$ cat config.mk
export PLATFORM = sky130hd
export DESIGN_NAME = pseg_counter_flat
export DESIGN_NICKNAME = d
export VERILOG_FILES = /design/src/rtl/pseg_counter_if.sv /design/src/rtl/pseg_counter.sv /design/src/flat_wrapper.sv
export SDC_FILE = /design/constraint.sdc
export NUM_CORES = 1
export LEC_CHECK = 0
export ABC_AREA = 0
export CELL_PAD_IN_SITES_DETAIL_PLACEMENT = 1
export CELL_PAD_IN_SITES_GLOBAL_PLACEMENT = 2
export CORE_MARGIN = 5
export CORE_UTILIZATION = 25
export DETAILED_ROUTE_END_ITERATION = 7
export PLACE_DENSITY = 0.86
export SLEW_MARGIN = 20
export SYNTH_ARGS = -nofsm -noshare
export SYNTH_HDL_FRONTEND = slang
export SYNTH_SLANG_ARGS = --single-unit
export TNS_END_PERCENT = 30
$ cat constraint.sdc
create_clock -name clk_i -period 1.7 [get_ports clk_i]
set_input_delay 0.51 -clock clk_i [delete_from_list [all_inputs] [get_ports clk_i]]
set_output_delay 0.51 -clock clk_i [all_outputs]
set_load 0.03 [all_outputs]
$ cat src/rtl/pseg_counter_if.sv
// Handshake bundle for pseg_counter: control/load inputs and count/status outputs.
interface pseg_counter_if #(
    parameter int unsigned WIDTH = 16
);
    logic             en_i;
    logic             load_i;
    logic [WIDTH-1:0] load_val_i;
    logic [WIDTH-1:0] value_o;
    logic             busy_o;
    logic             wrap_o;

    modport master (
        output en_i, load_i, load_val_i,
        input  value_o, busy_o, wrap_o
    );

    modport slave (
        input  en_i, load_i, load_val_i,
        output value_o, busy_o, wrap_o
    );
endinterface

$ cat src/rtl/pseg_counter.sv
// Pipelined binary up-counter: SEG-bit segments with registered carries between them,
// so the critical path is one SEG-bit increment regardless of WIDTH.
module pseg_counter #(
    parameter int unsigned WIDTH = 16,
    parameter int unsigned SEG   = 4
) (
    input logic          clk_i,
    input logic          rst_i,
    pseg_counter_if.slave bus
);
    localparam int unsigned NSEG = (WIDTH + SEG - 1) / SEG;
    localparam int unsigned TOPW = WIDTH - (NSEG - 1) * SEG;

    logic [WIDTH-1:0] value_q, value_d, seg_next;
    // Bit 0 is tied off: segment 0 is fed by en_i, and busy reduces cleanly to 0 when NSEG=1.
    logic [NSEG-1:0]  cin_q, cin_d;
    logic [NSEG-1:0]  inc, seg_carry;
    logic             wrap_q, wrap_d;

    assign inc = cin_q | NSEG'(bus.en_i);

    for (genvar k = 0; k < NSEG; k++) begin : g_seg
        localparam int unsigned SegW = (k == NSEG - 1) ? TOPW : SEG;
        logic [SegW-1:0] seg;
        assign seg                        = value_q[k*SEG +: SegW];
        assign seg_next[k*SEG +: SegW]    = inc[k] ? seg + SegW'(1) : seg;
        assign seg_carry[k]               = inc[k] & (&seg);
    end

    always_comb begin
        value_d = value_q;
        cin_d   = '0;
        wrap_d  = 1'b0;
        if (bus.load_i) begin
            // Load wins over en_i and drops any carries still in flight.
            value_d = bus.load_val_i;
        end else begin
            value_d = seg_next;
            cin_d   = seg_carry << 1;
            wrap_d  = seg_carry[NSEG-1];
        end
    end

    always_ff @(posedge clk_i or posedge rst_i) begin
        if (rst_i) begin
            value_q <= '0;
            cin_q   <= '0;
            wrap_q  <= 1'b0;
        end else begin
            value_q <= value_d;
            cin_q   <= cin_d;
            wrap_q  <= wrap_d;
        end
    end

    assign bus.value_o = value_q;
    assign bus.busy_o  = |cin_q;
    assign bus.wrap_o  = wrap_q;
endmodule

$ cat src/flat_wrapper.sv
// flat-port wrapper written by rule: the top's interface ports become plain ports
module pseg_counter_flat 
#(
    parameter int unsigned WIDTH = 16,
    parameter int unsigned SEG   = 4
)
  (clk_i, rst_i, bus_en_i, bus_load_i, bus_load_val_i, bus_value_o, bus_busy_o, bus_wrap_o);
  pseg_counter_if #(.WIDTH(WIDTH)) bus_i ();
  input logic clk_i;
  input logic rst_i;
  input wire logic [$bits(bus_i.en_i)-1:0] bus_en_i;
  input wire logic [$bits(bus_i.load_i)-1:0] bus_load_i;
  input wire logic [$bits(bus_i.load_val_i)-1:0] bus_load_val_i;
  output wire logic [$bits(bus_i.value_o)-1:0] bus_value_o;
  output wire logic [$bits(bus_i.busy_o)-1:0] bus_busy_o;
  output wire logic [$bits(bus_i.wrap_o)-1:0] bus_wrap_o;
  assign bus_i.en_i = bus_en_i;
  assign bus_i.load_i = bus_load_i;
  assign bus_i.load_val_i = bus_load_val_i;
  assign bus_value_o = bus_i.value_o;
  assign bus_busy_o = bus_i.busy_o;
  assign bus_wrap_o = bus_i.wrap_o;
  pseg_counter #(.WIDTH(WIDTH), .SEG(SEG)) u_core (.clk_i(clk_i), .rst_i(rst_i), .bus(bus_i));
endmodule
## Word-level counts from Yosys, hierarchy flattened

Index checks and enable logic that the tools add are counted.

- Bits in registers: 21
- Latch bits: 0
- Bits in writable memories: 0
- Bits in read-only memories: 0
- Input bits: 20
- Word-level logic and storage cells: 31
- Memories: 0

- $add $sub $neg: 4
- Multipliers: 0
- Div/mod/pow operators: 0
- Order comparisons: 0
- Equality and inequality tests: 0
- Shift operators: 0
- Mux-type cells: 7
- Bitwise operators: 5
- Reduce and logical (&&, ||, !) cells: 9

Operators with widths:

| kind | number |
|---|---|
| 4-bit 2-to-1 mux | 5 |
| 4-bit by 1-bit adder with 4-bit output, second input constant | 4 |
| 16-bit 2-to-1 mux | 1 |
| 4-bit AND reduction | 4 |
| 2-bit nonzero test | 4 |
| 1-bit bitwise AND | 4 |
| 4-bit by 1-bit bitwise OR with 4-bit output | 1 |
| 4-bit OR reduction | 1 |
| 1-bit 2-to-1 mux | 1 |

## Logic depth before layout (Yosys ltp)

Gate-level depths: netlist of the first run.

- Word-level depth: 3
- Mapped depth: 4
- Depth with buffers taken out: 4

## Least setup slack after synthesis of the first run

No wires, ideal clock.

- Kind: register to output
- From: register u_core.cin_q[1]
- To: output port bus_busy_o
- Data arrival time: 0.994 ns
- Data required time: 1.190 ns
- Setup slack: 0.196 ns
- Cell stages (with the launch flop): 2
- Path buffers: 0
- Cell sequence: dfrtp_1 -> or3_2

- Cells in the longest elaborated chain, start to end: 1

RTL lines:

| element | line | source |
|---|---|---|
| from (decl) | pseg_counter.sv:16 | `logic [NSEG-1:0] cin_q, cin_d;` |
| from (signal assigned) | pseg_counter.sv:51 | `cin_q <= cin_d;` |
| 4-bit OR reduction | pseg_counter.sv:57 | `assign bus.busy_o = \|cin_q;` |
| to (decl) | flat_wrapper.sv:15 | `output wire logic [$bits(bus_i.busy_o)-1:0] bus_busy_o;` |

No other way between the ends.

## Worst setup path after layout of the first run

- From: register u_core.cin_q[3]
- To: output port bus_busy_o

The elaborated chain is that of the path after synthesis.

==> results of run 1 <==
## where the power goes
part / internal [mW] / switching, mW
logic: 0.152 / 0.175
registers: 0.516 / 0.0361
clock network: 0.158 / 0.142
## area by class of cell
type	count	area (um^2)
Multi-Input combinational cell	65	431.7
Fill cell	426	2176
Clock buffer	3	41.29
Sequential cell	20	500.5
Inverter	1	3.754
Tap cell	48	60.06
Timing Repair Buffer	52	475.5
## critical path: cells and delay by family (launching register included)
family                 cells  cell delay, ns
buffers and inverters      1            0.15
flip-flops                 1            0.38
AND/OR/NAND/NOR            1            0.39
## routing by layer
| layer | GRT usage | vias up | wire length (um) |
|---|---|---|---|
| met5 | 0 | - | 0 |
| met4 | 0.03132 | 0 | 29 |
| met3 | 0.02909 | 2 | 184 |
| met2 | 0.1878 | 23 | 1237 |
| met1 | 0.09829 | 399 | 952 |
| li1 | - | 404 | - |
## path summary, 6_finish.rpt
kind | to | start | slack, ns | cells past startpoint
max reg2reg | u_core.bus.value_o[15]$_DFFE_PP0P_ | u_core.cin_q[3]$_DFF_PP0_ | 0.46 | 5
max | bus_busy_o | u_core.cin_q[3]$_DFF_PP0_ | 0.02 | 2
min reg2reg | u_core.bus.wrap_o$_DFF_PP0_ | u_core.bus.value_o[15]$_DFFE_PP0P_ | 0.54 | 2
min in group asynchronous | u_core.bus.value_o[2]$_DFFE_PP0P_ | rst_i | 0.58 | 3
max in group asynchronous | u_core.cin_q[2]$_DFF_PP0_ | rst_i | 0.90 | 3
min | u_core.bus.wrap_o$_DFF_PP0_ | u_core.bus.value_o[15]$_DFFE_PP0P_ | 0.54 | 2
## sequential cells by signal (all words and copies together), names as in the netlist
| name | flops |
|---|---|
| u_core.cin_q | 3 |
| u_core.bus.value_o | 16 |
| u_core.bus.wrap_o | 1 |
## cells by family (layout without fill, tap and decap cells)
logic type | count (synthesis) | after routing | synth area share
AO/OA/AOI/OAI | 12 | 12 | 0.06267
XOR/XNOR | 12 | 12 | 0.1097
adder cells (fa/ha/maj) | 4 | 4 | 0.05222
buffers and inverters | 5 | 56 | 0.03132
flip-flops | 20 | 20 | 0.5222
multiplexers | 8 | 8 | 0.08877
AND/OR/NAND/NOR | 29 | 29 | 0.1332
## repair_timing
item                                    4_1_cts  5_1_grt
cloned                                        0        0
pin swaps                                     0        1
endpoints found under the setup margin       18        1
buffers inserted                              0        2
gates resized for setup                      25        0
## cells in the final DEF, fill, tap and decap left out, types with 2 or more instances in the layout
master | synthesis | layout
sky130_fd_sc_hd__nand4_1 | 4 | 4
sky130_fd_sc_hd__clkdlybuf4s50_1 | 0 | 19
sky130_fd_sc_hd__o21ai_0 | 10 | 10
sky130_fd_sc_hd__xnor2_1 | 8 | 8
sky130_fd_sc_hd__dfrtp_1 | 20 | 20
sky130_fd_sc_hd__mux2i_1 | 4 | 4
sky130_fd_sc_hd__xor2_1 | 4 | 4
sky130_fd_sc_hd__o21ai_1 | 2 | 2
sky130_fd_sc_hd__ha_1 | 4 | 4
sky130_fd_sc_hd__nor3_1 | 4 | 4
sky130_fd_sc_hd__nand2_1 | 20 | 20
sky130_fd_sc_hd__buf_4 | 0 | 14
sky130_fd_sc_hd__clkbuf_8 | 0 | 3
sky130_fd_sc_hd__mux2_2 | 2 | 2
sky130_fd_sc_hd__mux2_1 | 2 | 2
sky130_fd_sc_hd__dlygate4sd2_1 | 0 | 17
## per-stage QoR
stage                     hold slack, ns    util  setup TNS [ns]  worst slack (ns)  area, um^2
after floorplan                   0.4738       -               0            0.1959       958.4
after detailed placement          0.5380  0.3993         -0.2522           -0.2522        1473
after global placement            0.5371  0.3993         -0.2363           -0.2363        1473
final                             0.5434  0.4101               0           0.01774        1513
after CTS                         0.5484  0.4060               0          0.003891        1498
after global routing              0.5676  0.4101        -0.01317          -0.01317        1513
==> results summary, run 1 <==
Yosys mapped a number of flops with a built-in enable equal to 0. The data required time of the critical path came out at 1.19 ns. The clock tree root buffer cell is sky130_fd_sc_hd__clkbuf_8.

The post-synthesis sequential element count is 20. The slew at the pin closest to its max-slew limit is 0.3173 ns. The initial antenna violation count came out at 0. The count of input and output buffers is 37. The count of vias placed by the detailed router came out at 828. Walking the worst path, the cells encountered are or3_4 > buf_6. The region available for standard cell placement spans 0.003689 mm^2. The first-pass detailed-route iteration total came out at 2. The wire length of the first global-routing pass is 3946 um. The worst hold path belongs to the class reg -> reg. The top fanout value on the critical path is 2. The die boundary height came out at 71.92 um. The width of the die came out at 71.92 um. The total length of routed wires came out at 2403 um. The master of the slowest instance on the critical path is sky130_fd_sc_hd__or3_4.

Data on the critical path arrives at its endpoint at 1.17 ns. The detail-routed via count per cell is 4.381. After the flow finishes, the layout carries non-filler instances totaling 189. After clock tree synthesis, the clock-pin slew on the worst setup and hold paths is 0.07 ns.

The number of cell rows is 22. The post-synthesis net count came out at 114. In this run the power density over the cells is 778.4 mW/mm^2. The clock network latency to the later pin of the worst-skew pair came out at 0.25 ns. The critical path in this run is classified as reg -> out. STA classifies the critical path startpoint as a flip-flop. The max-capacitance violation count came out at 0. The maximum frequency from static timing analysis came out at 594.4 MHz. The total number of clock tree sinks came out at 20. In the final layout, the share of cells above drive strength 1 is 0.1560. After synthesis, the cell types taking the most area are sky130_fd_sc_hd__dfrtp_1 (52%), sky130_fd_sc_hd__nand2_1 (7.8%), sky130_fd_sc_hd__xnor2_1 (7.3%). The remaining max-slew budget at the tightest pin came out at 0.7893. The overall routing resource usage came out at 0.09710. The leakage power is 0.6804 nW. The share of the clock period used by the worst path came out at 0.9896. The final worst clock skew came out at 0.003971 ns.

The mapped netlist covers 958.4 um^2. Of the synthesized area, sequential elements account for 0.5222. The number of global-route vias before repair came out at 883. After detailed routing, the number of remaining DRC violations is 0. By count the netlist is led by sky130_fd_sc_hd__dfrtp_1 (20), sky130_fd_sc_hd__nand2_1 (20), sky130_fd_sc_hd__o21ai_0 (10). The number of nets in the layout is 167.

The number of antenna diodes in the final layout is 0. The synthesized area divided by synthesized cell count came out at 10.65 um^2. The Yosys step of the flow raised 0 warnings.

For this run, the leading register cell type out of synthesis is sky130_fd_sc_hd__dfrtp_1. After detailed routing, the average wire length per cell comes to 12.71 um. The maximum number of pins on one net before global-route repair came out at 21.

The largest total area in the synthesized netlist belongs to sky130_fd_sc_hd__dfrtp_1. The setup violation total in the final timing report came out at 0. The post-route minimum period came out at 1.682 ns. In this run the remaining antenna-violating nets after routing total 0.

The initial DRC count is 8. The area growth from synthesis to final layout is 57.83%. The count of endpoints failing hold in the final timing report is 0.

The die covers 0.005172 mm^2. TritonCTS built the clock tree. STA classifies the critical path endpoint as a primary output. Total power for the finished layout comes to 1.178 mW. In this run the count of I/O pins placed on the die edge is 38.

The share of synthesized area in the top cell type comes to 0.5222. The share of synthesized flip-flops with an asynchronous set or reset came out at 1.000. The cell count after synthesis came out at 90.

The starting density of the core is 0.2598. The number of placed instances, taps included, is 184. The count of H-tree levels built during CTS came out at 1. The total congestion overflow after global routing came out at 0. The hold buffer count at cts is 0. Setup repair after global routing could not meet its margin everywhere. The unique cell type count in the Yosys netlist came out at 16. The worst IR drop on VDD came out at 0.0003042 V. The final-report max-slew violation count came out at 0. The flow ran to the end, and the final reports show no timing, DRC or antenna violations. In this run the deepest clock path goes through 2 buffers. The final estimated routing congestion in global placement came out at 0.6845. The HPWL after detailed placement is 1948 um. The number of buffers created by CTS is 3. The stage delay of the slowest cell on the critical path came out at 0.39 ns.
(Power assumes the default switching activity.)
==> run 2: changes to the inputs <==
--- a/config.mk
+++ b/config.mk
@@ -16,4 +16,3 @@
 export SYNTH_ARGS = -nofsm -noshare
 export SYNTH_HDL_FRONTEND = slang
 export SYNTH_SLANG_ARGS = --single-unit
-export TNS_END_PERCENT = 30
==> results of run 2 <==
No change in the layout: final DEF, timing and power equal those of run 1.
==> run 3: changes to the inputs <==
--- a/config.mk
+++ b/config.mk
@@ -11,6 +11,7 @@
 export CORE_MARGIN = 5
 export CORE_UTILIZATION = 25
 export DETAILED_ROUTE_END_ITERATION = 7
+export HOLD_SLACK_MARGIN = 0.03
 export PLACE_DENSITY = 0.86
 export SLEW_MARGIN = 20
 export SYNTH_ARGS = -nofsm -noshare
==> results of run 3 <==
No change in the layout: final DEF, timing and power equal those of run 1.
